**config.mk**
```make
export PLATFORM = sky130hd
export DESIGN_NAME = reg_file_sb
export DESIGN_NICKNAME = d
export VERILOG_FILES = /design/src/rtl/regfile_pkg.sv /design/src/rtl/reg_scoreboard.sv /design/src/rtl/reg_file_sb.sv
export SDC_FILE = /design/constraint.sdc
export NUM_CORES = 2
export LEC_CHECK = 0
export BUFFER_PORTS_ARGS = -buffer_cell sky130_fd_sc_hd__buf_2
export CORE_MARGIN = 4
export CORE_UTILIZATION = 35
export CTS_BUF_LIST = sky130_fd_sc_hd__clkbuf_4
export CTS_CLUSTER_DIAMETER = 50
export DETAILED_ROUTE_END_ITERATION = 7
export PLACE_DENSITY_LB_ADDON = 0.1
export RECOVER_POWER = 100
export SLEW_MARGIN = 10
export SYNTH_ARGS = -nofsm -noshare
export SYNTH_HDL_FRONTEND = slang
export SYNTH_SLANG_ARGS = --single-unit
```
**constraint.sdc**
```tcl
create_clock -name clk -period 61.4 [get_ports clk]
set_input_delay 3.07 -clock clk [delete_from_list [all_inputs] [get_ports clk]]
set_output_delay 3.07 -clock clk [all_outputs]
set_load 0.01 [all_outputs]
```
**src/rtl/regfile_pkg.sv**
```systemverilog
// Shared constants and port-slicing helper for the scoreboarded register file.
package regfile_pkg;

   localparam int ZERO_IDX = 0;
   localparam int A0_IDX   = 10;

   // LSB position of port 'port' inside a bus of ports each 'width' bits wide
   function automatic int port_lsb(input int port, input int width);
      return port * width;
   endfunction

endpackage

```
**src/rtl/reg_scoreboard.sv**
```systemverilog
// Busy-bit scoreboard: flush, then writeback clear, then issue set, all at one edge.
// Per-port ready lookup is combinational; a same-cycle writeback counts as ready when bypassing.
module reg_scoreboard
   import regfile_pkg::*;
#(
   parameter int ADDRESS_WIDTH = 5,
   parameter int NUM_RD        = 2,
   parameter int BYPASS        = 1
) (
   input  logic                            i_clk,
   input  logic                            i_rst,
   input  logic                            i_flush,
   input  logic                            i_wb_vld,
   input  logic [ADDRESS_WIDTH-1:0]        i_wb_addr,
   input  logic                            i_issue_vld,
   input  logic [ADDRESS_WIDTH-1:0]        i_issue_rd,
   input  logic [NUM_RD*ADDRESS_WIDTH-1:0] i_rd_addr,
   output logic [NUM_RD-1:0]               o_rdy
);

   localparam int DEPTH = 2**ADDRESS_WIDTH;

   logic [DEPTH-1:0] r_busy;
   logic [DEPTH-1:0] w_busy_nxt;

   // Later assignments win: a new producer supersedes both flush and writeback
   always_comb begin
      w_busy_nxt = r_busy;
      if (i_flush) begin
         w_busy_nxt = '0;
      end
      if (i_wb_vld) begin
         w_busy_nxt[i_wb_addr] = 1'b0;
      end
      if (i_issue_vld && (i_issue_rd != ADDRESS_WIDTH'(ZERO_IDX))) begin
         w_busy_nxt[i_issue_rd] = 1'b1;
      end
   end

   always_ff @(posedge i_clk or posedge i_rst) begin
      if (i_rst) begin
         r_busy <= '0;
      end else begin
         r_busy <= w_busy_nxt;
      end
   end

   for (genvar g = 0; g < NUM_RD; g++) begin : g_port
      logic [ADDRESS_WIDTH-1:0] w_addr;
      logic                     w_fwd;

      assign w_addr   = i_rd_addr[port_lsb(g, ADDRESS_WIDTH) +: ADDRESS_WIDTH];
      assign w_fwd    = (BYPASS != 0) && i_wb_vld && (i_wb_addr == w_addr);
      assign o_rdy[g] = (w_addr == ADDRESS_WIDTH'(ZERO_IDX)) || !r_busy[w_addr] || w_fwd;
   end

endmodule

```
**src/rtl/reg_file_sb.sv**
```systemverilog
// NUM_RD-read / 1-write register file with x0 tied to zero, optional write bypass and busy scoreboard.
// Reads are combinational, writes land at the clock edge; no backpressure, rdy flags RAW hazards.
module reg_file_sb
   import regfile_pkg::*;
#(
   parameter int ADDRESS_WIDTH = 5,
   parameter int DATA_WIDTH    = 32,
   parameter int NUM_RD        = 2,
   parameter int BYPASS        = 1
) (
   input  logic                            clk,
   input  logic                            rst,
   input  logic [NUM_RD*ADDRESS_WIDTH-1:0] ad,
   output logic [NUM_RD*DATA_WIDTH-1:0]    rd,
   output logic [NUM_RD-1:0]               rdy,
   input  logic [ADDRESS_WIDTH-1:0]        ad3,
   input  logic                            we3,
   input  logic [DATA_WIDTH-1:0]           wd3,
   input  logic                            issue_valid,
   input  logic [ADDRESS_WIDTH-1:0]        issue_rd,
   input  logic                            flush,
   output logic [DATA_WIDTH-1:0]           a0
);

   localparam int DEPTH = 2**ADDRESS_WIDTH;

   logic [DATA_WIDTH-1:0] r_regs [DEPTH];
   logic                  w_wr_en;

   assign w_wr_en = we3 && (ad3 != ADDRESS_WIDTH'(ZERO_IDX));

   always_ff @(posedge clk or posedge rst) begin
      if (rst) begin
         for (int i = 0; i < DEPTH; i++) begin
            r_regs[i] <= '0;
         end
      end else if (w_wr_en) begin
         r_regs[ad3] <= wd3;
      end
   end

   for (genvar g = 0; g < NUM_RD; g++) begin : g_rd
      logic [ADDRESS_WIDTH-1:0] w_addr;
      logic [DATA_WIDTH-1:0]    w_dat;

      assign w_addr = ad[port_lsb(g, ADDRESS_WIDTH) +: ADDRESS_WIDTH];

      always_comb begin
         w_dat = r_regs[w_addr];
         if (w_addr == ADDRESS_WIDTH'(ZERO_IDX)) begin
            w_dat = '0;
         end else if ((BYPASS != 0) && w_wr_en && (ad3 == w_addr)) begin
            w_dat = wd3;
         end
      end

      assign rd[port_lsb(g, DATA_WIDTH) +: DATA_WIDTH] = w_dat;
   end

   // Observation tap comes from storage so it never shows a bypassed value
   assign a0 = r_regs[A0_IDX];

   reg_scoreboard #(
      .ADDRESS_WIDTH (ADDRESS_WIDTH),
      .NUM_RD        (NUM_RD),
      .BYPASS        (BYPASS)
   ) u_scoreboard (
      .i_clk       (clk),
      .i_rst       (rst),
      .i_flush     (flush),
      .i_wb_vld    (w_wr_en),
      .i_wb_addr   (ad3),
      .i_issue_vld (issue_valid),
      .i_issue_rd  (issue_rd),
      .i_rd_addr   (ad),
      .o_rdy       (rdy)
   );

endmodule

```
After elaboration in Yosys (flattened, before gate mapping)
Index checks and enable logic that the tools add are counted.
- output and inout port bits: 98
- input port bits: 57
- word-level logic and storage cells: 92
- bits in registers: 1056
- magnitude comparators: 10
- reduce and logical (&&, ||, !) cells: 17
- eq/ne operators: 2
- muxes and demuxes: 24
- bitwise operators: 6
- operators with widths (operator ; number):
    bitwise mux 1024 bit ; 1
    two-way mux 32 bit ; 12
    binary-select mux 32 bit (select 5 bit) ; 2
    demux 32 bit (select 5 bit) ; 1
    bitwise AND 32 bit ; 1
    NOT 32 bit ; 1
    bitwise OR 32 bit ; 1
    < comparator 5 x 6 -> 1 bit, second input constant ; 4
    greater-or-equal comparator 6 bit, second input constant ; 3
    NOT 5 -> 6 bit ; 3
    binary-select mux 1 bit (select 5 bit) ; 2
    demux 1 bit (select 5 bit) ; 2
    == test 5 bit ; 2
    greater-or-equal comparator 5 x 1 -> 1 bit, second input constant ; 2
    zero test 5 bit ; 2
    nonzero test 5 bit ; 2
    logical AND 1 bit ; 7
    < comparator 6 x 1 -> 1 bit, second input constant ; 1
    logical OR 1 bit ; 4
    two-way mux 1 bit ; 4
    zero test 1 bit ; 2

Longest topological paths before layout
- depth in word-level cells: 9
- depth in mapped cells: 10
- mapped depth without buffers: 5

Modules after synthesis
Synthesis repeated with hierarchy kept, for this count alone.
- cell total of the unflattened synthesis: 4179
- area, all modules: 57938.1 µm²
- by module, submodules not included (module ; cells an instance ; sequential area each (µm²) ; area an instance (µm²) ; instances):
    reg_file_sb ; 3927 ; 25624.6 ; 55625.8 ; 1
    reg_scoreboard ; 252 ; 775.7 ; 2312.2 ; 1

Worst setup path before layout
Ideal clock, no wire load.
- kind: input to output
- start point: in ad[5]
- end point: out rd[45]
- required time: 58330 ps
- setup slack: 53463 ps
- data arrival time: 4867 ps
- buffers on the path: 3
- stages: 7
- path through: buf_2 > buf_2 > buf_2 > mux4_2 > a22oi_1 > a21oi_1 > a211o_1
- cells in the longest elaborated chain, start to end: 6
- elaborated cells between the ends (all ways): 9
- classes of those cells: eq/ne: 1; mux: 5; bitwise: 1; reduce/logical: 2
- RTL lines (item ; RTL line ; RTL):
    from (decl) ; reg_file_sb.sv:13 ; input logic [NUM_RD*ADDRESS_WIDTH-1:0] ad,
    NOT 5 -> 6 bit (not written as such) ; reg_file_sb.sv:49 ; w_dat = r_regs[w_addr];
    binary-select mux 32 bit (select 5 bit) ; reg_file_sb.sv:49 ;
    two-way mux 32 bit (not written as such) (2 in series) ; reg_file_sb.sv:49 ;
    two-way mux 32 bit ; reg_file_sb.sv:52 ; end else if ((BYPASS != 0) && w_wr_en && (ad3 == w_addr)) begin
    two-way mux 32 bit * ; reg_file_sb.sv:50 ; if (w_addr == ADDRESS_WIDTH'(ZERO_IDX)) begin
    to (decl) ; reg_file_sb.sv:14 ; output logic [NUM_RD*DATA_WIDTH-1:0] rd,
Every way passes the cells marked *; elsewhere a longest branch is shown, timed or not. The select of a mux whose other input is x is not followed.

==> impl_metrics.json <==
{
  "run_status": "finished with violations",
  "failed_checks": "max-capacitance violations, max-slew violations",
  "r2r_end": "a0[2]",
  "design.portCount": 155,
  "cellLeakagePower_uw": 0.0274,
  "worst_ir_drop_vdd_mv": 0.0209,
  "synth_top_area_share": 0.459,
  "drt-pass1-iter-count": 6,
  "synth_flop_cell": "dfrtp_1",
  "net_switching_power_uw": 602,
  "grt.total_usage": 0.249,
  "synth_largest_area_cell": "dfrtp_1",
  "final.setup.tns_ns": 0,
  "routed_via_density": 5.94,
  "cts.repair.resized": 0,
  "routed.top_layer": "met5",
  "clock_insertion_delay_worst_skew_ns": 1.26,
  "fin_worst_skew_ns": 0,
  "synthDistinctLibCells": 52,
  "p_clk_frac": 0.332,
  "ant_nets": 0,
  "startpoint_type": "primary input",
  "cts.hold.buffers_added": 0,
  "syn-num-nets": 4153,
  "timing.hold.worst_path_depth": 0,
  "met2WireLength_um": 102000,
  "worst_r2r_path_depth": 1,
  "clk_root_buffer_cell": "clkbuf_4",
  "finalMaxSlewViolations": 2575,
  "timing.final.hold_violations": 0,
  "synth_sequential_area_ratio": 0.459,
  "cts_htree_levels": 5,
  "worstHoldEndpoint": "r_regs[1007]",
  "netSwitchingFraction": 0.299,
  "grt_setup_unrepaired": "no",
  "timing.final.crit_share": 0.353,
  "layout_min_cycle_time_ns": 21.70,
  "timing.rr.start": "a0[2]",
  "netlist_area_before_placement_sq_um": 57500,
  "critical_path_arrival_ns": 22.15,
  "slew-limit-headroom": -4.22,
  "drc": 0,
  "critPathRequiredTime_ns": 61.85,
  "cts_inserted_buffers": 328,
  "timing.fmax_ghz": 0.0461,
  "cts.repair_timing.setup_buffer_count": 0,
  "final_report_setup_violation_count": 0,
  "areaGrowthSynthToFinish_pct": 9.35,
  "wire_per_inst_um": 32.7,
  "routability_cong": 0.766,
  "tritoncts_clock_tree": "done",
  "synth.ff_latch_count": 1056,
  "grt_start_max_net_pins": 144,
  "final_net_count": 4235,
  "worstSetupEndpointType": "asynchronous set/reset pin",
  "share_comb_of_total_power": 0.212,
  "starting_utilization_of_the_core_area": 0.353,
  "initial_antenna_violation_count": 18,
  "yosys-top-cells-area": "dfrtp_1 (46%), mux2_2 (20%), mux4_2 (16%)",
  "clkSlewWorstSetupHoldPaths_ns": 0.06,
  "vias": 38900,
  "grt_pass1_vias": 40500,
  "fp.coreArea_sq_um": 163000,
  "first_pass_grt_wire_length_um": 305000,
  "power_frac_seq": 0.456,
  "cts.path.max_buffers": 4,
  "totalWireLength_um": 214000,
  "timing.hold.worst.class": "reg2reg",
  "placementRows": 148,
  "die-area_sq_um": 171000,
  "number_of_max_cap_violations": 73,
  "synthCells": 4096,
  "rrSetupSlack_ns": 60.50,
  "routed-wl-met3_um": 12100,
  "fp.dieH_um": 413,
  "hold_start": "r_regs[1007]",
  "overall_overflow_remaining_after_global_route": 0,
  "fillerInstances": 15800,
  "internal-power_uw": 1410,
  "drive_gt1_frac": 0.460,
  "async_reset_ff_frac": 1.00,
  "cp_max_fanout": 136,
  "drt_first_iter_violations": 3100,
  "cellPowerDensity_nw_per_um2": 31.9,
  "worstMarginPinSlew_ns": 7.84,
  "place_hpwl_um": 121000,
  "synth_enable_flop_cells": 0,
  "chipWidth_um": 413,
  "avgSynthCellArea_sq_um": 14.0,
  "met1_length_um": 93700,
  "numClockSinks": 1056,
  "ys.warnings.count": 0,
  "p_total_uw": 2010,
  "criticalPathCategory": "in2async",
  "port-buffer-count": 154
}
==> kinds of logic (layout without fill, tap and decap cells) <==
kind of cell,after synthesis,after routing,share of synthesized area
buf+inv,511,764,0.0417
xor+xnor,10,10,0.00152
compound gates,481,481,0.0611
flops,1056,1056,0.459
other cells,0,19,0
simple gates,327,327,0.0287
mux,1711,1711,0.408
==> placed cells by master (no fill, tap or decap), drive strengths merged, types with 5 or more instances in the layout <==
master,n
o221ai,9
nand4,5
mux2i,305
o22ai,5
dfrtp,1056
or2,7
o21ai,79
clkinv,41
clkbuf,601
nor2,28
nor3,8
and3,55
nand2,151
o32ai,14
a221o,6
diode,19
or3,5
o211ai,12
a211oi,59
a221oi,99
mux2,1000
nand3b,29
buf,102
nor2b,12
inv,16
mux4,406
nor3b,5
and2,5
xnor2,10
a22oi,56
nand3,7
a211o,57
a21oi,67
a32oi,5
==> cells in the mapped netlist (6+ instances only) <==
library cell / count
dfrtp_1: 1056
mux2_2: 999
mux4_2: 406
mux2i_1: 305
clkbuf_1: 235
nand2_1: 151
buf_2: 139
a221oi_1: 99
o21ai_0: 77
buf_4: 69
a21oi_1: 67
a211oi_1: 59
a211o_1: 57
a22oi_1: 56
and3_1: 55
buf_1: 42
nand3b_1: 29
nor2_1: 28
inv_1: 17
o32ai_1: 14
nor2b_1: 12
o211ai_1: 11
xnor2_1: 10
o221ai_1: 9
nor3_1: 8
nand3_1: 7
or2_2: 7
a221o_1: 6
buf_6: 6
==> how the worst max path moves through the flow <==
stage,to,startpoint,cells after the start
6_report,r_regs[573],rst,6
3_3_place_gp,rd[19],ad[0],9
2_1_floorplan,a0[0],rst,1
4_1_cts,rd[21],ad[0],9
5_1_grt,r_regs[573],rst,6
3_5_place_dp,rd[21],ad[0],9
==> metal layers <==
metal | track usage | vias to the layer above
met5 | 0 | -
met4 | 0.0761 | 8
met3 | 0.0518 | 377
met2 | 0.403 | 1251
met1 | 0.336 | 21200
li1 | - | 16100
==> through the flow <==
stage                     area, sq um  instances   util  worst slack (ns)  hold WS, ns
after floorplan                 57500       4096      -             28.61        0.441
after global placement          59800       6023  0.366             50.80        0.377
after detailed placement        59800       6023  0.366             50.82        0.382
after CTS                       63400       6524  0.389             50.82        0.397
after global routing            62900       6534  0.386             35.71        0.406
final                           62900       6543  0.386             39.70        0.394
==> power by group through the flow <==
stage / Clock (uW) / Combinational, uW / Sequential, uW
finish: 667 / 425 / 917
global route: 731 / 458 / 933
CTS: 694 / 432 / 914
detailed placement: 0 / 431 / 926
global placement: 0 / 426 / 923
floorplan: 0 / 329 / 899
==> critical path, stage by stage <==
cell	delay [ns]
buf_2	0.10
clkinvlp_2	2.73
clkbuf_1	2.05
clkbuf_1	5.36
clkbuf_1	5.43
clkbuf_1	2.98
==> sequential cells by signal (all words and copies together) (netlist names) <==
register and cells:
u_scoreboard.r_busy 32, a0 32, r_regs 992
==> area by class of cell <==
| cell class | instances | area, sq um | area share |
|---|---|---|---|
| Multi-Input combinational cell | 2529 | 28800 | 0.457 |
| Clock inverter | 42 | 239 | 0.00380 |
| Antenna cell | 19 | 47.5 | 0.000756 |
| Timing Repair Buffer | 244 | 1190 | 0.0190 |
| Inverter | 19 | 78.8 | 0.00125 |
| Clock buffer | 459 | 3450 | 0.0548 |
| Tap cell | 2175 | 2720 | 0.0433 |
| Sequential cell | 1056 | 26400 | 0.420 |
Power figures use the tool's default switching activity.
